[config.mk]
export PLATFORM = sky130hd
export DESIGN_NAME = ln_successive_approx
export DESIGN_NICKNAME = d
export VERILOG_FILES = /design/src/rtl/ln_successive_approx.sv
export SDC_FILE = /design/constraint.sdc
export NUM_CORES = 1
export LEC_CHECK = 0
export ABC_AREA = 1
export ABC_CLOCK_PERIOD_IN_PS = 4850
export BUFFER_PORTS_ARGS = -buffer_cell sky130_fd_sc_hd__buf_4
export CAP_MARGIN = 15
export CORE_MARGIN = 3
export CORE_UTILIZATION = 59
export DETAILED_ROUTE_END_ITERATION = 7
export GPL_TIMING_DRIVEN = 0
export PLACE_DENSITY = 0.85
export SYNTH_ARGS = -nofsm -noshare
export SYNTH_HDL_FRONTEND = slang
export SYNTH_SLANG_ARGS = --single-unit
[constraint.sdc]
create_clock -name clk -period 4.85 [get_ports clk]
set_input_delay 0.2425 -clock clk [delete_from_list [all_inputs] [get_ports clk]]
set_output_delay 0.2425 -clock clk [all_outputs]
set_load 0.05 [all_outputs]
[src/rtl/ln_successive_approx.sv]
// ---------------------------------------------------------------------------
// ln_successive_approx
//
// Sequential fixed-point natural logarithm, the inverse of the combinational
// e^x table. For a signed Q(W-F).F operand y it returns the largest signed
// x with exp_tab(x) <= y. The search is a W-step bisection over an internal
// exp table that is built at elaboration time.
//
// The search runs on an offset-binary register u, where x = u ^ sign_bit.
// Offset binary is also the table index, so a trial value addresses the
// table directly without any sign conversion.
//
// Ports
//   clk         rising-edge clock
//   rst_n       asynchronous active-low reset
//   in_valid    y_in is valid
//   in_ready    block can accept y_in (IDLE only)
//   y_in        signed fixed-point operand
//   out_valid   x_out and flags are valid; held until out_ready
//   out_ready   consumer accepts the result
//   x_out       signed fixed-point ln result
//   domain_err  the operand was <= 0
//   underflow   the operand was > 0 but below exp_tab(-2^(W-1))
// ---------------------------------------------------------------------------
`ifndef TOTAL_BITS
`define TOTAL_BITS 8
`endif
`ifndef FX_BITS
`define FX_BITS 4
`endif

module ln_successive_approx #(
    parameter int W = `TOTAL_BITS,
    parameter int F = `FX_BITS
) (
    input  logic                clk,
    input  logic                rst_n,
    input  logic                in_valid,
    output logic                in_ready,
    input  logic signed [W-1:0] y_in,
    output logic                out_valid,
    input  logic                out_ready,
    output logic signed [W-1:0] x_out,
    output logic                domain_err,
    output logic                underflow
);

    localparam int BW = $clog2(W);

    localparam logic [W-1:0] SIGN_BIT = {1'b1, {(W-1){1'b0}}};
    localparam logic [W-1:0] ONE_W    = {{(W-1){1'b0}}, 1'b1};

    // Fixed-point constants for building the table. e^|x| is evaluated in
    // Q32 with a Taylor series; the series stops early once the running sum
    // proves the entry saturates (positive x) or truncates to 0 (negative x).
    localparam longint ONE_Q32 = longint'(1) <<< 32;
    localparam longint SCALE   = longint'(1) <<< F;
    localparam longint TAB_MAX = (longint'(1) <<< (W - 1)) - 1;
    localparam longint TAB_MIN = -(longint'(1) <<< (W - 1));
    localparam longint CAP_POS = ((TAB_MAX + 1) <<< 32) / SCALE;
    localparam longint CAP_NEG = (SCALE <<< 32) + 1;

    // e^(a / 2^F) in Q32 for a >= 0, cut short once the sum reaches cap.
    function automatic longint exp_q32(input longint a, input longint cap);
        longint term;
        longint sum;
        bit     done;
        term = ONE_Q32;
        sum  = ONE_Q32;
        done = 1'b0;
        for (int k = 1; k <= 60; k++) begin
            if (!done) begin
                term = (term * a) / (SCALE * k);
                sum  = sum + term;
                if (term == 0 || sum >= cap) begin
                    done = 1'b1;
                end
            end
        end
        return sum;
    endfunction

    // Clamp a table value to the signed W-bit range.
    function automatic logic signed [W-1:0] sat_tab(input longint v);
        longint c;
        c = v;
        if (c > TAB_MAX) begin
            c = TAB_MAX;
        end
        if (c < TAB_MIN) begin
            c = TAB_MIN;
        end
        return c[W-1:0];
    endfunction

    // floor(e^(i/2^F) * 2^F), saturated. Negative i uses 2^F / e^|x| so the
    // series never has to deal with alternating-sign cancellation.
    function automatic logic signed [W-1:0] exp_entry(input int i);
        longint s;
        longint v;
        if (i >= 0) begin
            s = exp_q32(longint'(i), CAP_POS);
            v = (s >= CAP_POS) ? (TAB_MAX + 1) : ((s * SCALE) >>> 32);
        end else begin
            s = exp_q32(-longint'(i), CAP_NEG);
            v = (SCALE <<< 32) / s;
        end
        return sat_tab(v);
    endfunction

    // Table indexed by offset-binary x (index 0 is x = -2^(W-1)).
    logic signed [W-1:0] exp_tab [2**W];

    for (genvar g = 0; g < 2**W; g++) begin : g_tab
        localparam logic signed [W-1:0] TAB_VAL = exp_entry(g - 2**(W-1));
        assign exp_tab[g] = TAB_VAL;
    end

    typedef enum logic [1:0] {
        ST_IDLE   = 2'd0,
        ST_SEARCH = 2'd1,
        ST_DONE   = 2'd2
    } state_t;

    state_t state;
    state_t state_next;

    logic signed [W-1:0] y_reg;
    logic        [W-1:0] u;
    logic       [BW-1:0] b;

    logic                y_nonpos;
    logic        [W-1:0] bit_mask;
    logic        [W-1:0] trial;
    logic signed [W-1:0] trial_val;
    logic                take;
    logic        [W-1:0] u_next;

    // Sign bit or all-zero: avoids mixing a signed operand with an unsigned
    // literal, which would turn the comparison unsigned.
    assign y_nonpos = y_in[W-1] | ~(|y_in);

    // One bisection step: try setting bit b and keep it if the table entry
    // at the trial point still does not exceed y.
    always_comb begin
        bit_mask  = ONE_W << b;
        trial     = u | bit_mask;
        trial_val = exp_tab[trial];
        take      = (trial_val <= y_reg);
        u_next    = take ? trial : u;
    end

    always_ff @(posedge clk or negedge rst_n) begin
        if (!rst_n) begin
            state <= ST_IDLE;
        end else begin
            state <= state_next;
        end
    end

    always_comb begin
        state_next = state;
        in_ready   = 1'b0;
        out_valid  = 1'b0;
        case (state)
            ST_IDLE: begin
                in_ready = 1'b1;
                if (in_valid) begin
                    state_next = y_nonpos ? ST_DONE : ST_SEARCH;
                end
            end
            ST_SEARCH: begin
                if (b == '0) begin
                    state_next = ST_DONE;
                end
            end
            ST_DONE: begin
                out_valid = 1'b1;
                if (out_ready) begin
                    state_next = ST_IDLE;
                end
            end
            default: begin
                state_next = ST_IDLE;
            end
        endcase
    end

    always_ff @(posedge clk or negedge rst_n) begin
        if (!rst_n) begin
            y_reg      <= '0;
            u          <= '0;
            b          <= '0;
            x_out      <= '0;
            domain_err <= 1'b0;
            underflow  <= 1'b0;
        end else begin
            case (state)
                ST_IDLE: begin
                    if (in_valid) begin
                        y_reg     <= y_in;
                        u         <= '0;
                        b         <= BW'(W - 1);
                        underflow <= 1'b0;
                        if (y_nonpos) begin
                            x_out      <= SIGN_BIT;
                            domain_err <= 1'b1;
                        end else begin
                            domain_err <= 1'b0;
                        end
                    end
                end
                ST_SEARCH: begin
                    u <= u_next;
                    if (b == '0) begin
                        x_out     <= u_next ^ SIGN_BIT;
                        // u stuck at 0 is ambiguous: either the most negative
                        // x is the genuine answer or even it is too large.
                        underflow <= (u_next == '0) && (exp_tab[0] > y_reg);
                    end else begin
                        b <= b - BW'(1);
                    end
                end
                default: begin
                end
            endcase
        end
    end

endmodule

==> flow_summary_export.csv, run 1 <==
group,metric,value,unit
worst_setup_path,worstPathArrival,4.54,ns
floorplanning,ios,24,
cts,cts_resized,0,
logic_synthesis,synth_mux_area_share,0,%
flow_run,max_cap_viol_count,0,
logic_synthesis,syn_inst,316,
final_layout,drive_gt1_share,16.7,%
worst_setup_path,critPathTopFamily,"simple AND/OR/NAND/NOR gates",
global_route,grt_pass1_wl,9.72,mm
placement,gp_congestion,0.934,
cts,cts_buffers,5,
logic_synthesis,synth_largest_area_cell,"dfrtp_1",
cts,path_clk_slew,0.07,ns
logic_synthesis,syn_avg_cell_area,7.38,µm²
cts,cts_max_level,2,
cts,ctsHoldBuffers,1,
logic_synthesis,synth-seq-area-share,33.3,%
floorplanning,die_h,68.9,µm
logic_synthesis,ys_types,31,
drt,wl_per_cell,14.7,µm
placement,pre_cts_slack,0.693,ns
floorplanning,initial_core_util,62.3,%
worst_setup_path,worst_setup_path_end_kind,"flop",
placement,dp_hpwl,4.27,mm
logic_synthesis,yosys_warnings,0,
drt,via_per_inst,5.72,
outcome,status,"complete, no violations",
floorplanning,rows,22,
power,ir_drop,0.541,mV
drt,vias,2267,
sta,setup_slack,0.523,ns
logic_synthesis,yosys.area_share.simple,25.9,%
logic_synthesis,synth_enable_flop_cells,0,
global_route,grt_remaining_overflow,0,
cts,tritoncts,"yes",
final_layout,fin_nets,383,
global_route,antenna_found_initial,0,
drt,drt_iter0_drc,169,
logic_synthesis,syn_area,2330,µm²
global_route,grt_max_degree,32,
drt,routed_wl,5.81,mm
worst_setup_path,worst-path-max-fanout,9,
logic_synthesis,netlist.area_leader.share,33.3,%
logic_synthesis,ys_async_sr_fraction,100,%
sta,hold_violations,0,
floorplanning,die_w,68.9,µm
logic_synthesis,synth.top_cells.by_count,"nand2_1, inv_1, dfrtp_1, o21ai_0, ha_1",
logic_synthesis,synthesis.nets,352,
logic_synthesis,synth-compound-area-share,18.9,%
logic_synthesis,synthAdderAreaFrac,12.9,%
worst_setup_path,cp-start-kind,"flop",
sta,setup_tns,0,ns
final_layout,final.fill_count,320,
sta,finClkSkew,0.0128,ns
worst_setup_path,max_stage_delay,0.63,ns
cts,root_buffer,"clkbuf_8",
final_layout,syn_to_final_growth,15.5,%
worst_setup_path,worstPathRequired,5.07,ns
logic_synthesis,synth_top_family_by_area,"simple AND/OR/NAND/NOR gates",
worst_setup_path,crit_slowest_cell,"a21oi_1",
cts,cts_setup_buffers,0,
sta,setup_viol,0,
cts,clkLatencyLatePin,0.29,ns
sta,worst_slew_pin_slew,0.759,ns
final_layout,antenna_cells,0,
final_layout,utilization,71.9,%
power,power.density,799,nW/µm²
worst_setup_path,crit_top_cell,"nand2_1",
power,leakagePower,0.00142,µW
min_path,hold_class,"in -> reg",
final_layout,seq_area,776,µm²
sta,period_needed,4.33,ns
sta,clock.fmax,0.231,GHz
sta,slew_headroom,49.4,%
logic_synthesis,synth_xor_area_share,0,%
logic_synthesis,ys_ff_latch,31,
cts,clock_path_buffers,2,
floorplanning,die_area,4740,µm²
global_route,grt_pass1_vias,2170,
sta,rsz0062_at_grt,"no",
cts,cts.sink_count,31,
placement,portBuffers,23,
sta,maxSlewViolCount,0,
global_route,grt_use_total,27.5,%
power,finalPower,2150,µW
final_layout,multi_input_area,1350,µm²
logic_synthesis,synth_ff_type,"dfrtp_1",
drt,ant_nets,0,
drt,dr.pass1.iters,5,
worst_setup_path,cp.buffers_inverters,5,
floorplanning,core,3740,µm²
drt,drc_errors,0,
logic_synthesis,synth.area.top_cells,"dfrtp_1, ha_1, nand2_1",
worst_setup_path,path_class,"reg -> reg",
sta,period_share,89.2,%
logic_synthesis,synth_most_common_cell,"nand2_1",
-- power breakdown --
part           total [µW]  switching, µW  internal, µW
sequential            426           67.5           358
clock                 267            101           166
combinational        1460            994           463
-- cells in the final DEF, fill, tap and decap left out, drive strengths merged --
| cell type | Yosys | layout |
|---|---|---|
| or2 | 1 | 1 |
| o31ai | 2 | 2 |
| nor3 | 4 | 4 |
| ha | 24 | 24 |
| a211oi | 1 | 1 |
| clkbuf | 2 | 8 |
| o22ai | 2 | 2 |
| nand3b | 1 | 1 |
| o211ai | 8 | 8 |
| dlygate4sd3 | 0 | 1 |
| dfrtp | 31 | 31 |
| a31oi | 5 | 5 |
| inv | 43 | 43 |
| clkinv | 1 | 2 |
| nand2 | 85 | 85 |
| nand4 | 3 | 3 |
| bufinv | 0 | 1 |
| buf | 5 | 28 |
| o21ai | 39 | 39 |
| nor2 | 18 | 18 |
| nand3 | 20 | 20 |
| a21oi | 21 | 21 |
-- stage by stage --
stage | cells | cell area (µm²) | hold slack (ns)
after global placement | 387 | 2560 | 0.193
after global routing | 396 | 2690 | 0.141
after detailed placement | 387 | 2560 | 0.192
after floorplan | 316 | 2330 | -0.0531
final | 396 | 2690 | 0.118
after CTS | 396 | 2690 | 0.127
-- worst reg2reg max path, cell delays in order (launching register included) --
cell and delay (ns):
dfrtp_1 0.40, inv_1 0.10, ha_1 0.22, a21oi_1 0.63, inv_1 0.39, ha_1 0.41, inv_1 0.07, nand2_1 0.10
o21ai_0 0.10, o211ai_1 0.20, nand3_1 0.11, nand2_1 0.08, inv_1 0.04, ha_1 0.26, nand2_1 0.04, inv_1 0.06
nand2_1 0.05, nand2_1 0.05, nand2_1 0.04, nand2_1 0.20, nand2_1 0.18, o21ai_0 0.22, nand2_1 0.10, nor2_1 0.10
nand2_1 0.06, nand2_1 0.05
-- cell families (layout without fill, tap and decap cells) --
logic type	after synthesis	count (layout)
fa+ha+maj	24	24
buf+inv	51	83
compound gates	78	78
flops	31	31
simple gates	132	132
-- final timing paths --
| kind | from | to | slack [ns] | cells past startpoint |
|---|---|---|---|---|
| worst min register to register | x_out[3] | x_out[3] | 0.49 | 2 |
| worst min-delay path | out_ready | state[1] | 0.12 | 2 |
| worst max-delay path | b[1] | underflow | 0.52 | 25 |
| worst max register to register | b[1] | underflow | 0.52 | 25 |
| max in group asynchronous | rst_n | b[2] | 4.10 | 2 |
| min in group asynchronous | rst_n | state[0] | 0.45 | 2 |
-- cell type report --
| cell class | count | area share (%) |
|---|---|---|
| sequential | 31 | 28.8 |
| buffer | 7 | 1.53 |
| multi-input combinational | 234 | 50.0 |
| clock buffer | 6 | 3.07 |
| inverter | 44 | 6.23 |
| tap | 48 | 2.23 |
| clock inverter | 2 | 1.30 |
| timing repair buffer | 24 | 6.79 |
-- metal layers --
layer | track usage [%] | share of wire [%]
met1 | 35.3 | 46
met2 | 46.0 | 47
met3 | 5.02 | 5.3
met4 | 10.2 | 1.9
met5 | 0 | 0
Note: power is estimated with default switching activity, not from simulation.
==> run 2, diff against run 1 <==
--- a/config.mk
+++ b/config.mk
@@ -9,8 +9,10 @@
 export ABC_CLOCK_PERIOD_IN_PS = 4850
 export BUFFER_PORTS_ARGS = -buffer_cell sky130_fd_sc_hd__buf_4
 export CAP_MARGIN = 15
-export CORE_MARGIN = 3
-export CORE_UTILIZATION = 59
+export CELL_PAD_IN_SITES_DETAIL_PLACEMENT = 1
+export CELL_PAD_IN_SITES_GLOBAL_PLACEMENT = 2
+export CORE_MARGIN = 2
+export CORE_UTILIZATION = 34
 export DETAILED_ROUTE_END_ITERATION = 7
 export GPL_TIMING_DRIVEN = 0
 export PLACE_DENSITY = 0.85
==> flow_summary_export.csv, run 2 (synthesized netlist as in run 1, its figures left out) <==
group,metric,value,unit
drt,ant_nets,0,
floorplanning,die_w,86.8,µm
worst_setup_path,worst-path-max-fanout,9,
floorplanning,ios,24,
floorplanning,rows,30,
final_layout,final_common_cell,"nand2_1",
drt,drt_iter0_drc,45,
sta,period_share,82.6,%
final_layout,syn_to_final_growth,15.8,%
floorplanning,initial_core_util,34.7,%
sta,setup_slack,0.845,ns
drt,via_per_inst,5.14,
cts,tritoncts,"yes",
placement,dp_hpwl,5.14,mm
final_layout,fin_nets,383,
global_route,grt_remaining_overflow,0,
worst_setup_path,rr_worst_depth,25,
sta,period_needed,4.01,ns
cts,clkLatencyLatePin,0.28,ns
cts,cts.sink_count,31,
power,netSwitchingPower,1180,µW
global_route,grt_pass1_wl,11.3,mm
final_layout,final.fill_count,852,
placement,gp_congestion,0.851,
sta,slew_headroom,61.9,%
min_path,hold_class,"in -> reg",
sta,setup_viol,0,
power,finalPower,2110,µW
placement,portBuffers,23,
worst_setup_path,worstPathRequired,5.07,ns
sta,maxSlewViolCount,0,
cts,cts_max_level,2,
sta,setup_tns,0,ns
worst_setup_path,reg2reg_setup_slack,0.84,ns
sta,clock.fmax,0.250,GHz
global_route,grt_use_total,19.1,%
power,power.share.clock,9.3,%
global_route,grt_max_degree,32,
power,p_int,922,µW
drt,drc_errors,0,
cts,clock_path_buffers,2,
drt,vias,2198,
sta,rsz0062_at_grt,"no",
drt,routed_wl,6.62,mm
floorplanning,die_area,7530,µm²
power,power.density,780,nW/µm²
cts,cts_buffers,5,
sta,hold_violations,0,
placement,pre_cts_slack,0.516,ns
global_route,antenna_found_initial,0,
floorplanning,core,6720,µm²
worst_setup_path,path_class,"reg -> reg",
cts,cts_setup_buffers,0,
power,pwr-share-comb,70.4,%
power,p_sw_share,56.2,%
power,leakagePower,0.00140,µW
drt,dr.pass1.iters,4,
sta,finClkSkew,0.00274,ns
cts,root_buffer,"clkbuf_8",
min_path,hold_depth,2,
sta,worst_slew_pin_slew,0.571,ns
power,ir_drop,0.285,mV
cts,path_clk_slew,0.06,ns
final_layout,utilization,40.2,%
drt,wl_per_cell,15.5,µm
floorplanning,die_h,86.8,µm
final_layout,antenna_cells,0,
worst_setup_path,worst_setup_path_end_kind,"flop",
flow_run,max_cap_viol_count,0,
worst_setup_path,worstPathArrival,4.23,ns
power,power_frac_seq,20.3,%
worst_setup_path,cp-start-kind,"flop",
final_layout,final_cell_mix,"nand2_1, inv_1, o21ai_0, dfrtp_1",
global_route,grt_pass1_vias,2236,
outcome,status,"complete, no violations",
final_layout,drive_gt1_share,16.4,%
run 2: cell count changes in the layout (fill, tap and decap cells not counted), sizes merged:
cell / before / now
bufinv: 1 / 0
clkbuf: 8 / 9
run 2: cell type report:
cell class              instances  area [µm²]  area share [%]
multi-input cells             234        1350            50.0
flip-flops and latches         31         776            28.7
repair buffers                 24         183            6.77
inverters                      44         168            6.21
well taps                      80         100            3.71
clock buffers                   7        76.3            2.83
plain buffers                   7        41.3            1.53
clock inverters                 1        5.00           0.185
run 2: final timing paths:
kind                                start   endpoint
worst max register to register       b[1]  underflow
worst min register to register   x_out[3]   x_out[3]
worst min-delay path            out_ready   state[1]
min in group asynchronous           rst_n   x_out[5]
worst max-delay path                 b[1]  underflow
max in group asynchronous           rst_n   y_reg[1]
run 2: per-stage QoR:
| step | instances | area [µm²] | hold slack [ns] |
|---|---|---|---|
| 6_report | 428 | 2700 | 0.130 |
| 5_1_grt | 428 | 2700 | 0.121 |
| 4_1_cts | 428 | 2700 | 0.124 |
| 3_5_place_dp | 419 | 2600 | 0.207 |
| 3_3_place_gp | 419 | 2600 | 0.206 |
| 2_1_floorplan | 316 | 2330 | -0.0531 |
run 2: per-layer routing:
layer,GRT usage [%],part of all wire [%]
met2,31.4,47
met5,0,0
met4,3.98,0.79
met1,27.1,50
met3,2.29,1.7
run 2: power groups by stage:
stage,sequential [µW],combinational [µW],clock [µW]
after floorplan,500,1010,0
after detailed placement,432,1480,0
after global placement,428,1450,0
after CTS,427,1490,203
after global routing,442,1690,217
final,426,1480,197
run 2: critical path, cell delays in order, from the launching register on:
cell,delay [ns]
dfrtp_1,0.39
inv_1,0.09
ha_1,0.23
a21oi_2,0.40
inv_1,0.30
ha_1,0.38
inv_1,0.07
nand2_1,0.11
o21ai_0,0.09
o211ai_1,0.20
nand3_1,0.12
nand2_1,0.09
inv_1,0.04
ha_1,0.26
nand2_1,0.04
inv_1,0.07
nand2_1,0.05
nand2_1,0.06
nand2_1,0.05
nand2_1,0.19
nand2_1,0.19
o21ai_0,0.21
nand2_1,0.08
nor2_1,0.10
nand2_1,0.08
nand2_1,0.06
run 2: repair_timing:
item                                    in CTS  in global routing
hold buffers                                 1                  0
resized for setup                            0                  1
endpoints found under the hold margin       31                  0
endpoints found under the setup margin       0                  1
